===== config.mk =====
export PLATFORM = sky130hd
export DESIGN_NAME = spi_reg_slave
export DESIGN_NICKNAME = d
export VERILOG_FILES = /design/src/rtl/spi_reg_pkg.sv /design/src/rtl/sync_edge.sv /design/src/rtl/spi_reg_slave.sv
export SDC_FILE = /design/constraint.sdc
export NUM_CORES = 1
export LEC_CHECK = 0
export ABC_AREA = 1
export CAP_MARGIN = 20
export CELL_PAD_IN_SITES_DETAIL_PLACEMENT = 0
export CELL_PAD_IN_SITES_GLOBAL_PLACEMENT = 2
export CORE_MARGIN = 2
export CORE_UTILIZATION = 33
export CTS_CLUSTER_SIZE = 25
export DETAILED_ROUTE_END_ITERATION = 16
export PLACE_DENSITY_LB_ADDON = 0.1
export RECOVER_POWER = 100
export SLEW_MARGIN = 20
export SYNTH_ARGS = -nofsm -noshare
export SYNTH_HDL_FRONTEND = slang
export SYNTH_SLANG_ARGS = --single-unit
export TNS_END_PERCENT = 20

===== constraint.sdc =====
create_clock -name clk -period 2.35 [get_ports clk]
set_clock_uncertainty 0.2 [all_clocks]
set_input_delay 0.705 -clock clk [delete_from_list [all_inputs] [get_ports clk]]
set_output_delay 0.705 -clock clk [all_outputs]
set_load 0.02 [all_outputs]

===== src/rtl/spi_reg_pkg.sv =====
// Shared definitions for the SPI register slave: frame layout, register
// addresses and the frame FSM state type.
package spi_reg_pkg;

  localparam int FRAME_BITS = 16;
  localparam int RW_BIT     = 15;
  localparam int ADDR_MSB   = 14;
  localparam int ADDR_LSB   = 8;
  localparam int REG_COUNT  = 5;

  localparam logic [6:0] ADDR_EN_OUT_LO = 7'h00;
  localparam logic [6:0] ADDR_EN_OUT_HI = 7'h01;
  localparam logic [6:0] ADDR_EN_PWM_LO = 7'h02;
  localparam logic [6:0] ADDR_EN_PWM_HI = 7'h03;
  localparam logic [6:0] ADDR_PWM_DUTY  = 7'h04;

  typedef enum logic {
    ST_IDLE = 1'b0,
    ST_RECV = 1'b1
  } frame_state_e;

endpackage


===== src/rtl/sync_edge.sv =====
// Multi-stage synchronizer for one asynchronous pin, followed by a history
// flop that turns the synchronized level into single-cycle edge strobes.
module sync_edge #(
  parameter int   STAGES     = 2,
  parameter logic IDLE_LEVEL = 1'b0
) (
  input  logic clk,
  input  logic rst,
  input  logic pin,
  output logic level,
  output logic rise,
  output logic fall
);

  logic [STAGES-1:0] sync_q;
  logic              hist_q;

  // NOTE: sequential state uses non-blocking assignments so every flop
  // samples the pre-edge value of its neighbour; blocking here would
  // collapse the synchronizer chain into a single stage.
  always_ff @(posedge clk) begin
    if (rst) begin
      sync_q <= {STAGES{IDLE_LEVEL}};
      hist_q <= IDLE_LEVEL;
    end else begin
      sync_q <= {sync_q[STAGES-2:0], pin};
      hist_q <= sync_q[STAGES-1];
    end
  end

  assign level = sync_q[STAGES-1];
  assign rise  = level & ~hist_q;
  assign fall  = ~level & hist_q;

endmodule


===== src/rtl/spi_reg_slave.sv =====
// SPI mode-0 write-only slave: receives {rw, addr, data} frames and commits
// them into the PWM control registers when nCS rises.
module spi_reg_slave
  import spi_reg_pkg::*;
#(
  parameter int SYNC_STAGES = 2,
  parameter int NUM_REGS    = 5
) (
  input  logic       clk,
  input  logic       rst,
  input  logic       sclk,
  input  logic       copi,
  input  logic       ncs,
  output logic [7:0] en_reg_out_7_0,
  output logic [7:0] en_reg_out_15_8,
  output logic [7:0] en_reg_pwm_7_0,
  output logic [7:0] en_reg_pwm_15_8,
  output logic [7:0] pwm_duty_cycle,
  output logic       wr_pulse
);

  logic sclk_level, sclk_rise, sclk_fall;
  logic copi_level, copi_rise, copi_fall;
  logic ncs_level,  ncs_rise,  ncs_fall;

  sync_edge #(.STAGES(SYNC_STAGES), .IDLE_LEVEL(1'b0)) u_sync_sclk (
    .clk(clk), .rst(rst), .pin(sclk),
    .level(sclk_level), .rise(sclk_rise), .fall(sclk_fall)
  );

  sync_edge #(.STAGES(SYNC_STAGES), .IDLE_LEVEL(1'b0)) u_sync_copi (
    .clk(clk), .rst(rst), .pin(copi),
    .level(copi_level), .rise(copi_rise), .fall(copi_fall)
  );

  sync_edge #(.STAGES(SYNC_STAGES), .IDLE_LEVEL(1'b1)) u_sync_ncs (
    .clk(clk), .rst(rst), .pin(ncs),
    .level(ncs_level), .rise(ncs_rise), .fall(ncs_fall)
  );

  // Mode 0 samples on SCLK rise only; the remaining strobes are intentionally idle.
  logic unused_edges;
  assign unused_edges = ^{sclk_level, sclk_fall, copi_rise, copi_fall};

  frame_state_e          state_q, state_d;
  logic [FRAME_BITS-1:0] shift_q;
  logic [4:0]            bit_cnt_q;
  logic [7:0]            regs_q [REG_COUNT];
  logic                  wr_pulse_q;

  logic       start, shift_en, commit, frame_ok;
  logic [6:0] frame_addr;
  logic [7:0] frame_data;

  assign frame_addr = shift_q[ADDR_MSB:ADDR_LSB];
  assign frame_data = shift_q[7:0];
  assign frame_ok   = (bit_cnt_q == 5'(FRAME_BITS)) && shift_q[RW_BIT] &&
                      (frame_addr < 7'(NUM_REGS));

  always_ff @(posedge clk) begin
    if (rst) state_q <= ST_IDLE;
    else     state_q <= state_d;
  end

  // NOTE: every output of this block gets a default before the case so no
  // path leaves a signal unassigned, which would otherwise infer a latch.
  always_comb begin
    state_d  = state_q;
    start    = 1'b0;
    shift_en = 1'b0;
    commit   = 1'b0;
    case (state_q)
      ST_IDLE: begin
        if (ncs_fall) begin
          state_d = ST_RECV;
          start   = 1'b1;
        end
      end
      ST_RECV: begin
        // A coincident SCLK rise is dropped so the commit sees the pre-shift frame.
        if (ncs_rise) begin
          state_d = ST_IDLE;
          commit  = frame_ok;
        end else if (sclk_rise && !ncs_level) begin
          shift_en = 1'b1;
        end
      end
      default: state_d = ST_IDLE;
    endcase
  end

  always_ff @(posedge clk) begin
    if (rst) begin
      shift_q   <= '0;
      bit_cnt_q <= '0;
    end else if (start) begin
      shift_q   <= '0;
      bit_cnt_q <= '0;
    end else if (shift_en) begin
      shift_q <= {shift_q[FRAME_BITS-2:0], copi_level};
      if (bit_cnt_q != 5'd31) bit_cnt_q <= bit_cnt_q + 5'd1;
    end
  end

  // NOTE: the register file is only five bytes and drives the PWM block
  // directly, so it is reset; a large RAM-style array would not be.
  always_ff @(posedge clk) begin
    if (rst) begin
      for (int i = 0; i < REG_COUNT; i++) regs_q[i] <= 8'h00;
      wr_pulse_q <= 1'b0;
    end else begin
      wr_pulse_q <= commit;
      for (int i = 0; i < REG_COUNT; i++) begin
        if (commit && frame_addr == 7'(i)) regs_q[i] <= frame_data;
      end
    end
  end

  assign en_reg_out_7_0  = regs_q[ADDR_EN_OUT_LO];
  assign en_reg_out_15_8 = regs_q[ADDR_EN_OUT_HI];
  assign en_reg_pwm_7_0  = regs_q[ADDR_EN_PWM_LO];
  assign en_reg_pwm_15_8 = regs_q[ADDR_EN_PWM_HI];
  assign pwm_duty_cycle  = regs_q[ADDR_PWM_DUTY];
  assign wr_pulse        = wr_pulse_q;

endmodule


* After elaboration in Yosys (flattened, before gate mapping) *
Memories as Yosys holds them, arrays and structs flattened.
Cells that the tools add are included.

storage, ports and cells
  flip-flop bits (word level) = 31
  bits in writable memories = 40
  input bits = 5
  output and inout bits = 41
  word-level logic and storage cells = 73
  memories = 1

operators by class
  $add $sub $neg = 1
  $lt $le $gt $ge = 1
  eq/ne operators = 6
  multiplexer cells = 31
  bitwise logic cells = 12
  reduce and logical (&&, ||, !) cells = 12

memory list
  name    depth  bits a word  rd ports  clocked after memory_dff  write ports  line                 RTL
  regs_q  5      8            5         0                         5            spi_reg_slave.sv:48  logic [7:0] regs_q [REG_COUNT];

operators with widths
  kind                   count
  $mux W8                5
  $mux W1                25
  $eq A7 B2 Y1 const B   2
  $logic_and A1 B1 Y1    8
  $eq A7 B1 Y1 const B   1
  $eq A7 B3 Y1 const B   1
  $logic_not A7 Y1       1
  $lt A7 B3 Y1 const B   1
  $add A5 B1 Y5 const B  1
  $eq A5 B5 Y1 const B   1
  $ne A5 B5 Y1 const B   1
  $or A1 B1 Y1           5
  $not A1 Y1             4
  $and A1 B1 Y1          3
  $pmux W1 S2            1
  $reduce_and A2 Y1      1
  $reduce_or A2 Y1       1
  $logic_not A1 Y1       1

* Depth between registers and ports, before layout *
Gate-level depths: netlist of run 1.

  depth in word-level cells = 10
  mapped depth = 8
  mapped depth without buffers = 8

* Hierarchy *
Synthesis of run 1 repeated with hierarchy kept, for this count alone.

unflattened totals
  cells, all modules = 237
  area, all modules = 2636.3 um^2

modules (own cells, without submodules)
  module                       instances  cells each  area each (um^2)  seq. area each (um^2)
  spi_reg_slave                1          200         2351.0            1661.6
  sync_edge (u_sync_copi ...)  2          12          93.8              60.1
  sync_edge (u_sync_ncs)       1          13          97.6              60.1

* Least setup slack after synthesis of run 1 *
OpenSTA, ideal clock, no wires.

  path type = input -> register
  start = in rst
  end = mem regs_q[2][0], in the netlist regs_q[0][16] (enable)
  library setup time = 0.329 ns
  data arrival time = 1.521 ns
  required time = 1.821 ns
  path slack = 0.300 ns
  stages on the path = 8
  buffers on the path = 1
  path through = buf_6 clkinv_4 nand2_1 nor2_1 nand2_1 nor2_2 nand4_1 nand2_1

RTL lines
  element             line                 RTL
  start: declaration  spi_reg_slave.sv:10  input logic rst,
  end: declaration    spi_reg_slave.sv:48

==> results of run 1 <==
-- report_power, final --
| group | switching (mW) | leakage, nW | internal [mW] |
|---|---|---|---|
| Combinational | 0.0799 | 0.596 | 0.0721 |
| Clock | 0.460 | 0.0972 | 0.491 |
| Sequential | 0.00985 | 0.664 | 1.34 |
-- tightest hold or removal path, delay by kind of cell, from the launching register on --
family / cells / cell delay (ns)
flip-flops: 1 / 0.30
buffers and inverters: 1 / 0.04
AND/OR/NAND/NOR: 1 / 0.03
-- sequential cells by signal, indices dropped and copies added, names as in the netlist --
signal	cells
regs_q	40
u_sync_ncs.hist_q	1
u_sync_sclk.hist_q	1
shift_q	16
u_sync_copi.sync_q	2
bit_cnt_q	5
u_sync_ncs.sync_q	2
wr_pulse	1
state_q	1
u_sync_sclk.sync_q	2
-- cells in the final DEF (no fill, tap or decap), drive strengths merged --
cell type	synthesis	layout
edfxtp	40	40
nor2	39	39
clkdlybuf4s50	0	32
dfxtp	31	31
inv	27	28
nand2	22	22
o21ai	18	18
a21oi	16	16
clkbuf	0	14
buf	4	14
dlygate4sd3	0	13
nand3	8	8
clkinv	1	4
nand4	3	3
ha	3	3
nor3	3	3
or2	2	2
clkinvlp	0	2
nand3b	1	1
xor2	1	1
bufinv	0	1
-- path summary, 6_finish.rpt --
kind,from,end,cells past startpoint
worst max-delay path,regs_q[0][33]$_DFFE_PP_,pwm_duty_cycle[1],1
worst min-delay path,u_sync_sclk.sync_q[0]$_SDFF_PP0_,u_sync_sclk.sync_q[1]$_SDFF_PP0_,2
worst max register to register,u_sync_ncs.sync_q[1]$_SDFF_PP1_,bit_cnt_q[4]$_SDFFE_PP0P_,6
worst min register to register,u_sync_sclk.sync_q[0]$_SDFF_PP0_,u_sync_sclk.sync_q[1]$_SDFF_PP0_,2
-- Yosys cell counts, drive strengths merged --
cell type  number  share of area, %
a21oi          16               3.2
buf             4               1.3
clkinv          1              0.35
dfxtp          31                25
edfxtp         40                48
ha              3               1.5
inv            27               4.0
nand2          22               3.3
nand3           8               2.0
nand3b          1              0.30
nand4           3              0.74
nor2           39               6.2
nor3            3              0.79
o21ai          18               3.6
or2             2              0.49
xor2            1              0.35
-- area by class of cell --
cell class | count | area (um2)
Clock inverter | 7 | 72.6
Inverter | 28 | 106
Multi-Input combinational cell | 116 | 547
Timing Repair Buffer | 64 | 644
Tap cell | 99 | 124
Sequential cell | 71 | 1820
Clock buffer | 9 | 124
Fill cell | 692 | 3890
-- logic make-up (layout without fill, tap and decap cells) --
kind of cell,after synthesis,in the layout
simple gates,78,78
flops,71,71
compound gates,34,34
buf+inv,32,108
fa+ha+maj,3,3
xor+xnor,1,1
-- metal layers --
metal | global-route usage, % | vias to the layer above
li1 | - | 872
met1 | 15.0 | 793
met2 | 20.6 | 44
met3 | 5.23 | 9
met4 | 5.68 | 0
met5 | 0 | -
-- through the flow --
step                worst slack, ns  setup TNS (ns)
finish                       0.0884               0
CTS                           0.114               0
detailed placement           -0.152           -7.11
global route                 0.0328               0
floorplan                     0.300               0
global placement             -0.142           -6.75
==> results.cfg, run 1 <==
[status]
status = finished clean

[cells_and_area]
finalNonFillerCells = 394
antenna_cells = 0
final_nets = 298
post-route-util_pct = 46.9
syn2layout_area_growth_pct = 36.0
final_area_um2 = 3440
layout-drive-gt1-share_pct = 12.9

[synth]
ys_types = 23
syn_nets = 227
ys_warn_count = 0
ys_ff_latch = 71
synth_xor_area_share_pct = 0.346
synthAdderAreaFrac_pct = 1.48
synth_compound_gate_area_share_pct = 6.73
synth_cells = 219
synthMuxAreaShare_pct = 0
synth.avg_cell_area_um2 = 11.5
synth_top_family_by_area = simple AND/OR/NAND/NOR gates
yosys.area_share.simple_pct = 13.8
syn_area_um2 = 2530
seq_area_frac_synth_pct = 72.0

[setup_path]
critPathMaxFanout = 1
crit_chain = dlygate4sd3_1
crit_type = reg -> out
cpMaxStageDelayCell = dlygate4sd3_1
cp-start-kind = flop
required_ns = 1.44
crit_family = buffers and inverters
path_buf_inv = 1
cp.arrival_ns = 1.36
max_stage_delay_ns = 0.66
rrSetupSlack_ns = 0.36
endpoint_kind = output port

[global_route]
grtUsageTotal_pct = 12.8
antenna_found_initial = 0
grt_pass1_vias = 1641
grt_pass1_wl_um = 8070
grt_max_degree = 19
grt_overflow = 0

[sta]
fin_crit_sh_pct = 96.2
clock.fmax_mhz = 442
relSlewSlack_pct = 64.8
rsz0062_at_grt = no
worstMarginPinSlew_ns = 0.527
slew_viol_final = 0
hold_ws_ns = 0.209
setup_violations = 0
finalHoldViolCount = 0
fin_crit_ns = 2.26

[floorplan]
fp-row-count = 31
start_util_pct = 34.5
fp.dieH_um = 91.5
coreArea_um2 = 7330
io_pins = 46
die_w_um = 91.5
die_area_um2 = 8380

[clock_network]
htreeDepth = 3
clockBufferDepth = 2
cts_hold_buffers = 0
cts-buffers-inserted = 9
clock_latency_ns = 0.35
post_cts_buffers = 0
clk_pin_slew_ns = 0.08
cts_resized = 0
cts.sinks = 71
cts_tree = yes
clock-root-buffer = clkbuf_8

[place]
placed_area_um2 = 3280
dp_hpwl_um = 3470
dp_cells = 378
io_buffers = 45
routabilityCongestion = 0.694

[route]
wl_met3_um = 281
routedWlPerCell_um = 12.4
drc_errors = 0
post_drt_via_cell_ratio = 4.36
ant_nets = 0
m1WireLength_um = 2190
first_pass_iters = 4
wl_met2_um = 2310
drt-initial-drc-count = 70
vias = 1718
wirelength_um = 4870
highest_layer = met4

[run]
cap_violations = 0

[power]
p_per_area_nw_per_um2 = 712
vdd_drop_max_v = 0.000309
p_leak_nw = 1.36
power_mw = 2.45

[hold_path]
hold_class = reg -> reg
Power figures use the tool's default switching activity.
==> run 2: changes to the inputs <==
- SKIP_CTS_REPAIR_TIMING: unset -> 1
- SYNTH_HIERARCHICAL: unset -> 1
==> run 2 against run 1 <==
Effect of this change: total power is 7.5% higher; routed wire length is 1.5% higher; critical path type unchanged; register-to-register slack better by 0.06 ns; final cell count is 2.0% higher; first-iteration DRC count is 7.1% higher; area after synthesis is 2.4% higher; maximum frequency is 0.50% higher; clock-buffer cell count stayed put; global-route usage is 0.052 points higher; combinational power is 17% higher.
==> results.cfg, run 2 <==
[status]
status = finished clean

[hold_path]
hold_class = reg -> reg
hold_depth = 2

[setup_path]
cp-start-kind = flop
endpoint_kind = output port
r2r_start = bit_cnt_q[0]$_SDFFE_PP0P_
max_stage_delay_ns = 0.66
critPathMaxFanout = 1
r2r_end = regs_q[0][0]$_DFFE_PP_
path_buf_inv = 1
cp.arrival_ns = 1.35
crit_type = reg -> out
critPathCapture = pwm_duty_cycle[1]
cpMaxStageDelayCell = dlygate4sd3_1
crit_chain = dlygate4sd3_1
startpoint = regs_q[0][33]$_DFFE_PP_
ff2ff_path_depth = 9
path_depth = 1
crit_family = buffers and inverters
required_ns = 1.44
rrSetupSlack_ns = 0.42

[cells_and_area]
layout_commonest_cell = edfxtp_1
largest_register = regs_q
syn2layout_area_growth_pct = 33.1
antenna_cells = 0
final_nets = 303
largest_reg_flops = 40
fillCellCount = 719
layout-drive-gt1-share_pct = 15.0
largestRegisters = regs_q x40, shift_q x16, bit_cnt_q x5
final_cell_mix = 40 x edfxtp_1, 39 x clkdlybuf4s50_1, 38 x nand2_1, 31 x inv_1, 31 x dfxtp_1

[place]
io_buffers = 45
dp_slack_ns = -0.0740
routabilityCongestion = 0.706
dp_hpwl_um = 3550

[floorplan]
fp.dieH_um = 92.6
start_util_pct = 33.9
io_pins = 46
fp-row-count = 32
die_area_um2 = 8570
coreArea_um2 = 7650
die_w_um = 92.6

[power]
netSwitchingPower_mw = 0.592
p_comb_share_pct = 6.8
vdd_drop_max_v = 0.000326
pwr-share-clk_pct = 41.5
p_leak_nw = 1.33
swShare_pct = 22.5
pwr-share-seq_pct = 51.7
p_per_area_nw_per_um2 = 764
internal_power_mw = 2.04

[sta]
fin_crit_ns = 2.25
slew_viol_final = 0
rsz0062_at_grt = no
finalHoldViolCount = 0
worstMarginPinSlew_ns = 0.394
hold_ws_ns = 0.209
fin_crit_sh_pct = 95.8
worst_slack_ns = 0.0995
setup_violations = 0
clock.fmax_mhz = 444
relSlewSlack_pct = 73.7

[clock_network]
cts_tree = yes
cts-buffers-inserted = 9
clockBufferDepth = 2
cts.sinks = 71
clock_latency_ns = 0.34
clk_pin_slew_ns = 0.08
clock-root-buffer = clkbuf_8
htreeDepth = 3

[global_route]
grt_max_degree = 29
grt_pass1_vias = 1630
grtUsageTotal_pct = 12.9
grt_pass1_wl_um = 8260
antenna_found_initial = 0
grt_overflow = 0

[route]
highest_layer = met4
routedWlPerCell_um = 12.3
wl_met2_um = 2080
post_drt_via_cell_ratio = 4.21
drt-initial-drc-count = 75
vias = 1692
m1WireLength_um = 2610
wl_met3_um = 197
wirelength_um = 4950
first_pass_iters = 4
ant_nets = 0
drc_errors = 0

[synth]
syn_nets = 237
syn_area_um2 = 2590
ys_warn_count = 6
synth_cells = 229
synth.avg_cell_area_um2 = 11.3

[run]
cap_violations = 0
-- run 2: routing by layer --
layer,GRT usage (%),vias to the layer above
met1,18.9,767
met2,17.6,42
met4,7.09,0
met5,0,-
li1,-,879
met3,2.77,4
-- run 2: power groups by stage --
stage | clock network [mW] | logic [mW] | registers, mW
2_1_floorplan | 0 | 0.0333 | 1.44
3_3_place_gp | 0 | 0.192 | 1.39
3_5_place_dp | 0 | 0.191 | 1.39
4_1_cts | 1.12 | 0.191 | 1.36
5_1_grt | 1.18 | 0.190 | 1.37
6_report | 1.09 | 0.178 | 1.36
-- run 2: layout make-up --
class	instances	area, um2	area share [%]
well taps	102	128	3.70
inverters	38	145	4.21
clock buffers	9	124	3.59
flip-flops and latches	71	1820	52.8
repair buffers	59	556	16.1
multi-input cells	116	569	16.5
clock inverters	7	105	3.05
-- run 2: through the flow --
stage	instance area [um2]	utilization [%]	total power, mW	TNS, ns	instances
global route	3450	45.1	2.74	0	402
finish	3450	45.1	2.63	0	402
CTS	3500	45.8	2.68	0	402
global placement	3270	42.8	1.58	-3.15	386
floorplan	2590	-	1.47	0	229
detailed placement	3270	42.8	1.58	-3.49	386
-- run 2: worst min path at each step --
stage / startpoint / endpoint / slack, ns
finish: u_sync_sclk/sync_q[0]$_SDFF_PP0_ / u_sync_sclk/sync_q[1]$_SDFF_PP0_ / 0.21
global route: u_sync_sclk/sync_q[0]$_SDFF_PP0_ / u_sync_sclk/sync_q[1]$_SDFF_PP0_ / 0.23
CTS: u_sync_sclk/sync_q[0]$_SDFF_PP0_ / u_sync_sclk/sync_q[1]$_SDFF_PP0_ / 0.21
detailed placement: u_sync_ncs/sync_q[0]$_SDFF_PP1_ / u_sync_ncs/sync_q[1]$_SDFF_PP1_ / 0.20
global placement: u_sync_ncs/sync_q[0]$_SDFF_PP1_ / u_sync_ncs/sync_q[1]$_SDFF_PP1_ / 0.19
floorplan: u_sync_ncs/sync_q[0]$_SDFF_PP1_ / u_sync_ncs/sync_q[1]$_SDFF_PP1_ / 0.19
-- run 2: worst min-delay path, cell delays in order (launching register included) --
cell,delay [ns]
dfxtp_1,0.30
inv_1,0.04
nor2_1,0.03
==> run 3: changes to the inputs <==
- CORE_ASPECT_RATIO: unset -> 0.75
- SYNTH_HIERARCHICAL: 1 -> unset
==> run 3 against run 2 <==
Effect of this change: sequential share of layout area decreased by 0.25 points; clock-buffer cell count stayed put; hold slack lost 0.0055 ns; clock power about the same; global-route usage rose by 1.5 points; register-to-register slack worse by 0.02 ns; sequential power is essentially flat; core utilization is 1.7 points higher; die area is 2.2% lower; maximum frequency is 1.7% lower; routed wire length up 9.6%; non-clock buffer count rose by 6; largest cell class unchanged; largest power group unchanged.
==> results.cfg, run 3 (synthesis results as in run 1) <==
[status]
status = finished clean

[global_route]
grt_overflow = 0
grt_max_degree = 20
antenna_found_initial = 0
grt_pass1_wl_um = 8860
grt_pass1_vias = 1724
use_met1_pct = 21.0
grtUsageTotal_pct = 14.4
gr-max-usage-layer = met1
grt_use_met2_pct = 19.3
globalRouteMet3Util_pct = 6.12

[power]
power_mw = 2.59
p_leak_nw = 1.38
p_per_area_nw_per_um2 = 748
vdd_drop_max_v = 0.000347

[floorplan]
io_pins = 46
fp.dieH_um = 79.8
coreArea_um2 = 7400
die_w_um = 105
start_util_pct = 34.2
fp-row-count = 27
die_area_um2 = 8390

[cells_and_area]
fillCellCount = 697
largest_register = regs_q
final_nets = 299
finalNonFillerCells = 397
final_cell_mix = 40 x edfxtp_1, 37 x nor2_1, 31 x dfxtp_1, 26 x inv_1, 25 x dlygate4sd3_1
layout-drive-gt1-share_pct = 13.5
final_area_um2 = 3460
antenna_cells = 0
largestRegisters = regs_q x40, shift_q x16, bit_cnt_q x5
layout_commonest_cell = edfxtp_1
largest_reg_flops = 40
syn2layout_area_growth_pct = 37.0
post-route-util_pct = 46.8

[sta]
clock.fmax_mhz = 437
relSlewSlack_pct = 71.3
rsz0062_at_grt = no
fin_crit_ns = 2.29
setup_violations = 0
fin_setup_tns_ns = 0
fin_crit_sh_pct = 97.4
finalHoldViolCount = 0
slew_viol_final = 0
worstMarginPinSlew_ns = 0.429

[clock_network]
cts_tree = yes
clk_pin_slew_ns = 0.08
clock-root-buffer = clkbuf_8
cts-buffers-inserted = 9
htreeDepth = 3
clock_latency_ns = 0.34
clockBufferDepth = 2
cts.sinks = 71

[route]
vias = 1712
first_pass_iters = 4
post_drt_via_cell_ratio = 4.31
wirelength_um = 5420
drc_errors = 0
routedWlPerCell_um = 13.7
ant_nets = 0
drt-initial-drc-count = 74

[place]
routabilityCongestion = 0.721
dp_cells = 381
io_buffers = 45
placed_area_um2 = 3290
dp_hpwl_um = 3810

[run]
cap_violations = 0

[setup_path]
crit_type = reg -> out
path_buf_inv = 1
critPathMaxFanout = 1
max_stage_delay_ns = 0.67
cp.arrival_ns = 1.38
cpMaxStageDelayCell = dlygate4sd3_1
cp-start-kind = flop
crit_family = buffers and inverters
crit_chain = dlygate4sd3_1
required_ns = 1.44
endpoint_kind = output port

[hold_path]
hold_class = reg -> reg
==> run 3: through the flow <==
stage | worst slack (ns) | hold slack, ns
CTS | 0.0690 | 0.204
global placement | -0.152 | 0.191
finish | 0.0611 | 0.203
detailed placement | -0.198 | 0.192
global route | 0.0170 | 0.230
floorplan | 0.300 | 0.188
==> run 3: final timing paths <==
kind / from / end / slack [ns] / cells after the start
max reg2reg: bit_cnt_q[0]$_SDFFE_PP0P_ / regs_q[0][33]$_DFFE_PP_ / 0.40 / 9
min reg2reg: u_sync_sclk.sync_q[0]$_SDFF_PP0_ / u_sync_sclk.sync_q[1]$_SDFF_PP0_ / 0.20 / 2
max: regs_q[0][11]$_DFFE_PP_ / en_reg_out_15_8[3] / 0.06 / 1
min: u_sync_sclk.sync_q[0]$_SDFF_PP0_ / u_sync_sclk.sync_q[1]$_SDFF_PP0_ / 0.20 / 2
==> run 3: area by class of cell <==
type	count	area (um2)	share of cell area, %
flip-flops and latches	71	1820	52.6
clock buffers	9	124	3.58
repair buffers	65	627	18.1
inverters	28	106	3.07
multi-input cells	116	554	16.0
well taps	101	126	3.65
clock inverters	7	105	3.03
==> run 3: where the power goes <==
part / leakage (nW) / internal, mW / total (mW) / switching (mW)
Clock: 0.112 / 0.612 / 1.09 / 0.482
Sequential: 0.664 / 1.34 / 1.35 / 0.0116
Combinational: 0.603 / 0.0669 / 0.148 / 0.0816
Total: 1.38 / 2.02 / 2.59 / 0.575
==> run 3: routing by layer <==
metal  share of wire (%)  routed length [um]
met1                  55                2980
met2                  38                2040
met3                 6.2                 335
met4                 1.2                  66
met5                   0                   0
